**src/rtl/serializer_fsm.sv**
```systemverilog
// Parallel-to-serial converter for the FIR output path: one-word holding register
// feeding a shift register so back-to-back words stream out without idle bits.
module serializer_fsm #(
    parameter int LENGTH    = 16,
    parameter bit LSB_FIRST = 1'b1
) (
    input  logic              i_clk,
    input  logic              i_rst,
    input  logic              i_en,
    input  logic [LENGTH-1:0] iv_din,
    input  logic              i_din_valid,
    output logic              o_ready,
    output logic              o_dout,
    output logic              o_dout_valid,
    output logic              o_last,
    input  logic              i_ready,
    output logic              o_busy
);

    localparam int              CW       = $clog2(LENGTH) + 1;
    localparam logic [CW-1:0]   LAST_CNT = CW'(LENGTH - 1);
    localparam logic [CW-1:0]   CNT_ONE  = CW'(1);
    localparam logic [CW-1:0]   CNT_ZERO = CW'(0);

    typedef enum logic [1:0] {
        ST_IDLE  = 2'b01,
        ST_SHIFT = 2'b10
    } state_t;

    // Advance the shift register by one bit towards the serial output end.
    function automatic logic [LENGTH-1:0] shift_one(input logic [LENGTH-1:0] v);
        if (LSB_FIRST) begin
            shift_one = {1'b0, v[LENGTH-1:1]};
        end else begin
            shift_one = {v[LENGTH-2:0], 1'b0};
        end
    endfunction

    state_t              state_q, state_d;
    logic                hold_full_q, hold_full_d;
    logic [LENGTH-1:0]   hold_reg_q, hold_reg_d;
    logic [LENGTH-1:0]   shift_reg_q, shift_reg_d;
    logic [CW-1:0]       counter_q, counter_d;
    logic                valid_q, valid_d;
    logic                accept_s;
    logic                xfer_s;

    assign accept_s = i_en && i_din_valid && o_ready;
    assign xfer_s   = i_en && valid_q && i_ready;

    // Handshake and data outputs; everything reads 0 while reset is asserted.
    assign o_ready      = !i_rst && i_en && !hold_full_q;
    assign o_dout_valid = !i_rst && i_en && valid_q;
    assign o_dout       = !i_rst && (LSB_FIRST ? shift_reg_q[0] : shift_reg_q[LENGTH-1]);
    assign o_last       = !i_rst && valid_q && (counter_q == LAST_CNT);
    assign o_busy       = !i_rst && (hold_full_q || (state_q == ST_SHIFT));

    // State and datapath registers with synchronous reset.
    always_ff @(posedge i_clk) begin
        if (i_rst) begin
            state_q     <= ST_IDLE;
            hold_full_q <= 1'b0;
            hold_reg_q  <= {LENGTH{1'b0}};
            shift_reg_q <= {LENGTH{1'b0}};
            counter_q   <= CNT_ZERO;
            valid_q     <= 1'b0;
        end else begin
            state_q     <= state_d;
            hold_full_q <= hold_full_d;
            hold_reg_q  <= hold_reg_d;
            shift_reg_q <= shift_reg_d;
            counter_q   <= counter_d;
            valid_q     <= valid_d;
        end
    end

    // Next-state logic: load from holding register, shift on transfers, refill holding register.
    always_comb begin
        state_d     = state_q;
        hold_full_d = hold_full_q;
        hold_reg_d  = hold_reg_q;
        shift_reg_d = shift_reg_q;
        counter_d   = counter_q;
        valid_d     = valid_q;

        if (i_en) begin
            case (state_q)
                ST_IDLE: begin
                    valid_d = 1'b0;
                    if (hold_full_q) begin
                        shift_reg_d = hold_reg_q;
                        hold_full_d = 1'b0;
                        counter_d   = CNT_ZERO;
                        valid_d     = 1'b1;
                        state_d     = ST_SHIFT;
                    end else begin
                        state_d = ST_IDLE;
                    end
                end
                ST_SHIFT: begin
                    if (xfer_s) begin
                        shift_reg_d = shift_one(shift_reg_q);
                        if (counter_q == LAST_CNT) begin
                            // Reload immediately when a word is waiting, so no bubble appears.
                            if (hold_full_q) begin
                                shift_reg_d = hold_reg_q;
                                hold_full_d = 1'b0;
                                counter_d   = CNT_ZERO;
                                valid_d     = 1'b1;
                                state_d     = ST_SHIFT;
                            end else begin
                                counter_d = CNT_ZERO;
                                valid_d   = 1'b0;
                                state_d   = ST_IDLE;
                            end
                        end else begin
                            counter_d = counter_q + CNT_ONE;
                        end
                    end else begin
                        state_d = ST_SHIFT;
                    end
                end
                default: begin
                    state_d   = ST_IDLE;
                    valid_d   = 1'b0;
                    counter_d = CNT_ZERO;
                end
            endcase

            // Accept is only possible with the holding register empty, so it never
            // collides with a load in the same cycle.
            if (accept_s) begin
                hold_reg_d  = iv_din;
                hold_full_d = 1'b1;
            end else begin
                hold_reg_d = hold_reg_q;
            end
        end else begin
            state_d = state_q;
        end
    end

endmodule

```
**config.mk**
```make
export PLATFORM = sky130hd
export DESIGN_NAME = serializer_fsm
export DESIGN_NICKNAME = d
export VERILOG_FILES = /design/src/rtl/serializer_fsm.sv
export SDC_FILE = /design/constraint.sdc
export NUM_CORES = 1
export LEC_CHECK = 0
export CORE_MARGIN = 3
export CORE_UTILIZATION = 25
export DETAILED_ROUTE_END_ITERATION = 6
export HOLD_SLACK_MARGIN = 0.03
export SLEW_MARGIN = 10
export SYNTH_ARGS = -nofsm -noshare
export SYNTH_HDL_FRONTEND = slang
export SYNTH_SLANG_ARGS = --single-unit
export TNS_END_PERCENT = 5
```
**constraint.sdc**
```tcl
create_clock -name i_clk -period 3.02 [get_ports i_clk]
set_input_delay 0.604 -clock i_clk [delete_from_list [all_inputs] [get_ports i_clk]]
set_output_delay 0.604 -clock i_clk [all_outputs]
set_load 0.01 [all_outputs]
```
## After elaboration in Yosys (flattened, before gate mapping)

Index checks and enable logic that the tools add are counted.

| word-level totals | value |
|---|---|
| register bits | 41 |
| bits of input ports | 21 |
| output and inout port bits | 5 |
| word-level logic and storage cells | 59 |

| operators by class | value |
|---|---|
| $add $sub $neg | 1 |
| equal/unequal tests | 9 |
| muxes and demuxes | 21 |
| reductions and logical operators | 22 |

Operators by type and width:

| kind | count |
|---|---|
| 16-bit two-way mux | 4 |
| 16-bit case mux with 2 select lines | 1 |
| 5-bit two-way mux | 3 |
| 1-bit logical AND | 11 |
| 5-bit case mux with 2 select lines | 1 |
| 3-bit inequality test, second input constant | 3 |
| 4-bit AND reduction | 2 |
| 1-bit two-way mux | 6 |
| 2-bit two-way mux | 3 |
| 2-bit inequality test, second input constant | 3 |
| 3-bit AND reduction | 2 |
| 5-bit by 1-bit adder with 5-bit output, second input constant | 1 |
| 5-bit by 4-bit == test with 1-bit output, second input constant | 1 |
| 1-bit case mux with 2 select lines | 2 |
| 2-bit case mux with 2 select lines | 1 |
| 2-bit AND reduction | 2 |
| 3-bit nonzero test | 1 |
| 2-bit by 1-bit == test with 1-bit output, second input constant | 1 |
| 2-bit == test, second input constant | 1 |
| 1-bit zero test | 2 |
| 2-bit nonzero test | 1 |
| 1-bit logical OR | 1 |

## Logic depth before layout (Yosys ltp)

Gate-level depths: netlist of run 1.

| logic depth | value |
|---|---|
| depth in word-level cells | 6 |
| gate-level depth with buffers | 7 |
| gate-level depth less buffers | 6 |

## Least setup slack after synthesis of run 1

No wires, ideal clock.

| timing | value |
|---|---|
| kind | input to register |
| from | input port i_rst |
| to | register hold_reg_q[12] |
| arrival | 1.837 ns |
| data required time | 2.949 ns |
| setup slack | 1.113 ns |
| cell stages on the path | 7 |
| path buffers | 3 |
| cells stage by stage | buf_2 -> nor3b_1 -> and2_1 -> buf_2 -> buf_2 -> nand2_1 -> a21oi_1 |

| between the ends | value |
|---|---|
| cells in the longest elaborated chain, start to end | 5 |

RTL lines:

| item | RTL line | RTL |
|---|---|---|
| from (decl) | 8 | `input logic i_rst,` |
| 1-bit zero test | 52 | `assign o_ready = !i_rst && i_en && !hold_full_q;` |
| 1-bit logical AND (2 in a row) | 52 |  |
| via o_ready | 12 | `output logic o_ready,` |
| 1-bit logical AND | 48 | `assign accept_s = i_en && i_din_valid && o_ready;` |
| 2-bit AND reduction (no line) | -- |  |
| to (signal assigned) | 63 | `hold_reg_q <= {LENGTH{1'b0}};` |
| to (signal assigned) | 70 | `hold_reg_q <= hold_reg_d;` |
| to (decl) | 41 | `logic [LENGTH-1:0] hold_reg_q, hold_reg_d;` |

The timed path passes the listed nets, and every way through them passes these cells.
A chain may end at the register's enable or synchronous reset.

## Worst setup path after layout of run 1

| timing | value |
|---|---|
| from | input port i_rst |
| to | output port o_ready |

| between the ends | value |
|---|---|
| cells in the longest elaborated chain, start to end | 3 |

RTL lines:

| item | RTL line |
|---|---|
| 1-bit zero test | 52 |
| 1-bit logical AND (2 in a row) | 52 |
| to (decl) | 12 |

Every way passes these cells.

==> qor.csv, run 1 <==
stage,metric,value,unit
timing,Fmax,371,MHz
setup_path,CP endpoint kind,primary output,
logic_synthesis,"top cells by area, synth","dfxtp_1 (46%), nand2_1 (14%), a311oi_1 (7.3%)",
logic_synthesis,Syn Area/Cell,7.95,um2
die,Core Region,6870,um2
grt,initial antenna violation count,0,
route,1st-iter DRT viols,89,
logic_synthesis,asr flop ratio synth,0,%
logic_synthesis,synthesis warning total,0,
power,pwr dens,496,nW/um2
clock_tree,H-tree depth,2,
cells_and_area,# diodes,0,
route,Residual DRC,0,
route,DRT Wirelength,3890,um
route,Post-DRT Antenna Nets,0,
setup_path,CP Launch Type,primary input,
clock_tree,Clock Path Buffers,2,
timing,Worst-Margin Slew,0.655,ns
logic_synthesis,synthesized area,1800,um2
logic_synthesis,Post-Synthesis Cells,226,
timing,final setup TNS,0,ns
clock_tree,root buf cell,clkbuf_8,
die,die width,90.8,um
clock_tree,Post-CTS Hold Fix Bufs,0,
grt,first-pass GRT wire length,6720,um
logic_synthesis,"Net Count, Synth",250,
timing,Final Hold Viols,0,
placement,GP Congestion,0.687,
cells_and_area,fillers,731,
logic_synthesis,Yosys top cell by area,dfxtp_1,
die,Site Rows,30,
cells_and_area,Post-Route Utilization,33.0,%
setup_path,CP max FO,7,
route,Detailed Routing Iterations Pass 1,4,
timing,final setup vio count,0,
run,max_cap viols,0,
logic_synthesis,most frequent cells after synthesis,"nand2_1 (67), dfxtp_1 (41), nor2_1 (25)",
hold_path,Hold WC Path Type,reg -> reg,
power,Peak VDD IR,0.000248,V
grt,vias in the first global route,1446,
logic_synthesis,post-synth top area share,45.7,%
timing,Final min period,2.70,ns
timing,"Slew Viols, Final",0,
status,run status,"finished, final reports clean",
cells_and_area,Area Growth Syn to Fin,26.3,%
route,Via density,4.58,
clock_tree,Num CTS Buffers,5,
timing,RSZ-0062 raised after global routing,false,
power,leakage,0.766,nW
route,wire per inst,11.3,um
die,chip height,90.8,um
clock_tree,Skew-Pair Late Insertion Delay,0.29,ns
setup_path,critical path data required time,2.42,ns
route,Vias,1580,
logic_synthesis,sequential area share after synthesis,45.7,%
logic_synthesis,Yosys cell types,30,
timing,slew margin rel.,56.4,%
die,# IOs,26,
logic_synthesis,prevailing post-synth register cell,dfxtp_1,
grt,largest net degree at the start of global routing,32,
hold_path,Hold Startpoint,hold_reg_q[11],
die,die area,8240,um2
setup_path,critical path class,in -> out,
logic_synthesis,Synth Register Bits,41,
logic_synthesis,number of flops mapped to enable cells by yosys,0,
timing,skew final,0.0112,ns
clock_tree,# Post-CTS Setup Buffers,0,
setup_path,crit path launch,i_rst,
clock_tree,clock sinks,41,
cells_and_area,nets,272,
clock_tree,"Clk pin slew, worst setup/hold paths",0.07,ns
clock_tree,CTS tree,done,
placement,buffers added on ports,25,
grt,total gr overflow,0,
die,initial core utilization,26.2,%
placement,HPWL Detailed,2650,um
timing,fin crit share,89.2,%
grt,GRT Total Usage,9.88,%
clock_tree,post_cts resized,0,
logic_synthesis,"count leader, synth",nand2_1,
setup_path,CP arrival,2.09,ns
cells_and_area,layout cells sized above 1,7.23,%
setup_path,RR Startpoint,state_q[0],
registers in the layout (all words and copies together) (netlist names):
name         count
hold_full_q      1
valid_q          1
state_q          2
shift_reg_q     16
counter_q        5
hold_reg_q      16
kinds of logic (layout without fill, tap and decap cells):
kind of cell             count (synthesis)  count (layout)  share of synthesized area [%]
multiplexers                             3               3                           1.67
buffers and inverters                   18              41                           4.25
AND/OR/NAND/NOR                        109             109                           25.8
adder cells (fa/ha/maj)                  3               3                           2.09
AO/OA/AOI/OAI                           52              52                           20.5
flip-flops                              41              41                           45.7
worst max-delay path, stage by stage:
cell             delay [ns]
clkdlybuf4s50_1        0.55
nor3b_1                0.34
clkdlybuf4s50_1        0.60
per-layer routing:
layer	routed length (um)	vias up	part of all wire (%)	global-route usage (%)
met3	168	4	4.3	3.58
li1	-	820	-	-
met2	1740	20	45	14.6
met4	41	0	1.1	3.39
met1	1950	736	50	13.3
met5	0	-	0	0
cells in the final DEF (no fill, tap or decap), drive strengths merged:
cell / n
a2111oi: 1
ha: 3
a21o: 2
a211oi: 1
nand2: 67
a211o: 1
nor3b: 4
o21ai: 5
nor2b: 2
nor2: 25
o21ba: 1
and3: 3
inv: 4
mux2i: 3
a21boi: 1
and2: 1
a221oi: 1
a21oi: 22
dfxtp: 41
bufinv: 1
clkdlybuf4s50: 25
clkbuf: 6
or4: 1
nand4b: 1
clkinvlp: 1
buf: 4
nand3: 3
o21a: 2
a311oi: 15
or3: 2
area by class of cell:
cell class	count	area, um2	area share (%)
Clock inverter	2	37.5	1.65
Timing Repair Buffer	29	280	12.4
Tap cell	96	120	5.30
Inverter	4	15.0	0.662
Multi-Input combinational cell	167	912	40.2
Sequential cell	41	821	36.2
Clock buffer	6	82.6	3.64
path summary, 6_finish.rpt:
path	end	cells past startpoint	slack, ns
max	o_ready	3	0.32
min	hold_reg_q[11]	2	0.46
max reg2reg	counter_q[3]	6	0.91
min reg2reg	hold_reg_q[11]	2	0.46
per-stage QoR:
stage          power [mW]  hold slack [ns]  worst slack [ns]  std cells  instance area (um2)
4_1_cts              1.14            0.460             0.307        345                 2270
3_3_place_gp        0.678            0.445             0.340        337                 2150
6_report             1.12            0.455             0.325        345                 2270
3_5_place_dp        0.679            0.449             0.313        337                 2150
2_1_floorplan       0.634            0.437              1.11        226                 1800
5_1_grt              1.18            0.480             0.217        345                 2270
power breakdown:
| part | leakage (nW) | internal (mW) | switching [mW] |
|---|---|---|---|
| sequential | 0.332 | 0.558 | 0.00901 |
| clock | 0.0574 | 0.269 | 0.190 |
| combinational | 0.376 | 0.0499 | 0.0481 |
(Power assumes the default switching activity.)
==> run 2: changes to the inputs <==
--- a/config.mk
+++ b/config.mk
@@ -6,9 +6,10 @@
 export NUM_CORES = 1
 export LEC_CHECK = 0
 export CORE_MARGIN = 3
-export CORE_UTILIZATION = 25
+export CORE_UTILIZATION = 45
 export DETAILED_ROUTE_END_ITERATION = 6
 export HOLD_SLACK_MARGIN = 0.03
+export PLACE_DENSITY_LB_ADDON = 0.12
 export SLEW_MARGIN = 10
 export SYNTH_ARGS = -nofsm -noshare
 export SYNTH_HDL_FRONTEND = slang
==> constraint.sdc (replaced) <==
create_clock -name i_clk -period 3.4 [get_ports i_clk]
set_input_delay 0.68 -clock i_clk [delete_from_list [all_inputs] [get_ports i_clk]]
set_output_delay 0.68 -clock i_clk [all_outputs]
set_load 0.01 [all_outputs]
==> run 2 against run 1 <==
Sequential share of layout area grew 1.4 points. Flip-flop and latch count unchanged. Register-to-register slack better by 0.34 ns. Setup slack better by 0.21 ns. Critical path type unchanged.
==> qor.csv, run 2 (same netlist as run 1, synthesis figures left out) <==
stage,metric,value,unit
die,die width,69.2,um
timing,skew final,0.00587,ns
clock_tree,H-tree depth,2,
status,run status,"finished, final reports clean",
timing,RSZ-0062 raised after global routing,false,
power,sequential share of power,54.3,%
grt,first-pass GRT wire length,6330,um
timing,Worst-Margin Slew,0.666,ns
placement,GP Congestion,0.815,
clock_tree,# Post-CTS Setup Buffers,0,
power,sw frac,24.2,%
setup_path,Top delay family on crit path,buffers and inverters,
cells_and_area,# diodes,0,
setup_path,CP arrival,2.19,ns
clock_tree,root buf cell,clkbuf_8,
die,Site Rows,22,
route,DRT Wirelength,3650,um
grt,largest net degree at the start of global routing,32,
power,leakage,0.759,nW
die,chip height,69.2,um
power,P_sw,0.224,mW
clock_tree,"Clk pin slew, worst setup/hold paths",0.08,ns
cells_and_area,"commonest non-fill, non-tap cells in the layout","nand2_1 (67), dfxtp_1 (41), nor2_1 (25), clkdlybuf4s50_1 (25), a21oi_1 (22)",
route,1st-iter DRT viols,107,
route,Residual DRC,0,
placement,buffers added on ports,25,
cells_and_area,Area Growth Syn to Fin,21.6,%
timing,fin crit share,84.3,%
route,Post-DRT Antenna Nets,0,
setup_path,slowest CP cell,clkdlybuf4s50_1,
setup_path,critical path data required time,2.72,ns
grt,total gr overflow,0,
clock_tree,post_cts resized,0,
timing,final setup TNS,0,ns
grt,vias in the first global route,1360,
die,# IOs,26,
route,Vias,1531,
cells_and_area,top flop regs,"hold_reg_q x16, shift_reg_q x16, counter_q x5",
clock_tree,clock sinks,41,
route,wire per inst,12.3,um
setup_path,CP endpoint kind,primary output,
cells_and_area,fillers,368,
setup_path,"most used cell, CP",clkdlybuf4s50_1,
setup_path,CP Launch Type,primary input,
timing,slew margin rel.,55.6,%
run,max_cap viols,0,
clock_tree,Clock Path Buffers,2,
timing,Fmax,349,MHz
die,die area,4790,um2
timing,Final min period,2.87,ns
die,initial core utilization,48.0,%
power,Comb pwr share,9.3,%
cells_and_area,"commonest non-fill, non-tap cell in the layout",nand2_1,
timing,"Slew Viols, Final",0,
cells_and_area,Reg area,821,um2
cells_and_area,Post-Route Utilization,58.4,%
power,clock share of power,36.5,%
power,Peak VDD IR,0.000242,V
setup_path,Worst Path Buf+Inv,2,
power,Int Pwr,0.705,mW
setup_path,CP max FO,6,
cells_and_area,layout cells sized above 1,7.23,%
clock_tree,CTS tree,done,
setup_path,critical path class,in -> out,
clock_tree,Skew-Pair Late Insertion Delay,0.29,ns
route,Detailed Routing Iterations Pass 1,4,
die,Core Region,3740,um2
cells_and_area,nets,272,
timing,final setup vio count,0,
cells_and_area,footprint of the multi-input gates,912,um2
clock_tree,Num CTS Buffers,5,
route,Via density,5.15,
setup_path,worst path cell trace,clkdlybuf4s50_1 > nor3b_1 > clkdlybuf4s50_1,
hold_path,Hold WC Path Type,reg -> reg,
timing,Final Hold Viols,0,
placement,HPWL Detailed,2340,um
grt,GRT Total Usage,16.0,%
power,pwr dens,425,nW/um2
grt,initial antenna violation count,0,
setup_path,Worst path max stage delay,0.60,ns
clock_tree,Post-CTS Hold Fix Bufs,0,
## run 2: layout make-up
class,count,area share [%]
Clock inverter,2,0.630
Clock buffer,6,3.78
Multi-Input combinational cell,167,41.8
Tap cell,48,2.75
Timing Repair Buffer,29,12.8
Inverter,4,0.687
Sequential cell,41,37.6
## run 2: stage by stage
step	std cells	total power [mW]	worst slack, ns	hold WS (ns)	area, um2
5_1_grt	297	0.971	0.409	0.478	2180
2_1_floorplan	226	0.563	1.35	0.437	1800
6_report	297	0.929	0.534	0.459	2180
3_3_place_gp	289	0.601	0.598	0.445	2090
3_5_place_dp	289	0.602	0.568	0.447	2090
4_1_cts	297	0.939	0.554	0.459	2180
## run 2: power by group through the flow
stage	clock (mW)	sequential [mW]	combinational, mW
finish	0.339	0.504	0.0861
detailed placement	0	0.515	0.0867
CTS	0.348	0.504	0.0871
global route	0.368	0.506	0.0959
global placement	0	0.515	0.0859
floorplan	0	0.513	0.0494
## run 2: final timing paths
path                         end  cells after the start     startpoint  slack [ns]
hold reg to reg    hold_reg_q[6]                      2  hold_reg_q[6]        0.46
hold / removal     hold_reg_q[6]                      2  hold_reg_q[6]        0.46
setup reg to reg  shift_reg_q[3]                      7     state_q[0]        1.25
setup / recovery         o_ready                      3          i_rst        0.53
## run 2: worst reg2reg max path: cells and delay by family, from the launching register on
kind / cells / cell delay [ns]
AOI/OAI and AO/OA: 2 / 0.57
adders and majority gates: 1 / 0.45
buffers and inverters: 2 / 0.41
DFF: 1 / 0.32
and+or+nand+nor: 2 / 0.30
## run 2: metal layers
layer / up-vias / wire length (um) / global-route usage, % / part of all wire, %
li1: 816 / - / - / -
met1: 673 / 1870 / 22.1 / 51
met2: 35 / 1550 / 23.0 / 42
met5: - / 0 / 0 / 0
met3: 7 / 166 / 5.07 / 4.6
met4: 0 / 67 / 6.72 / 1.8
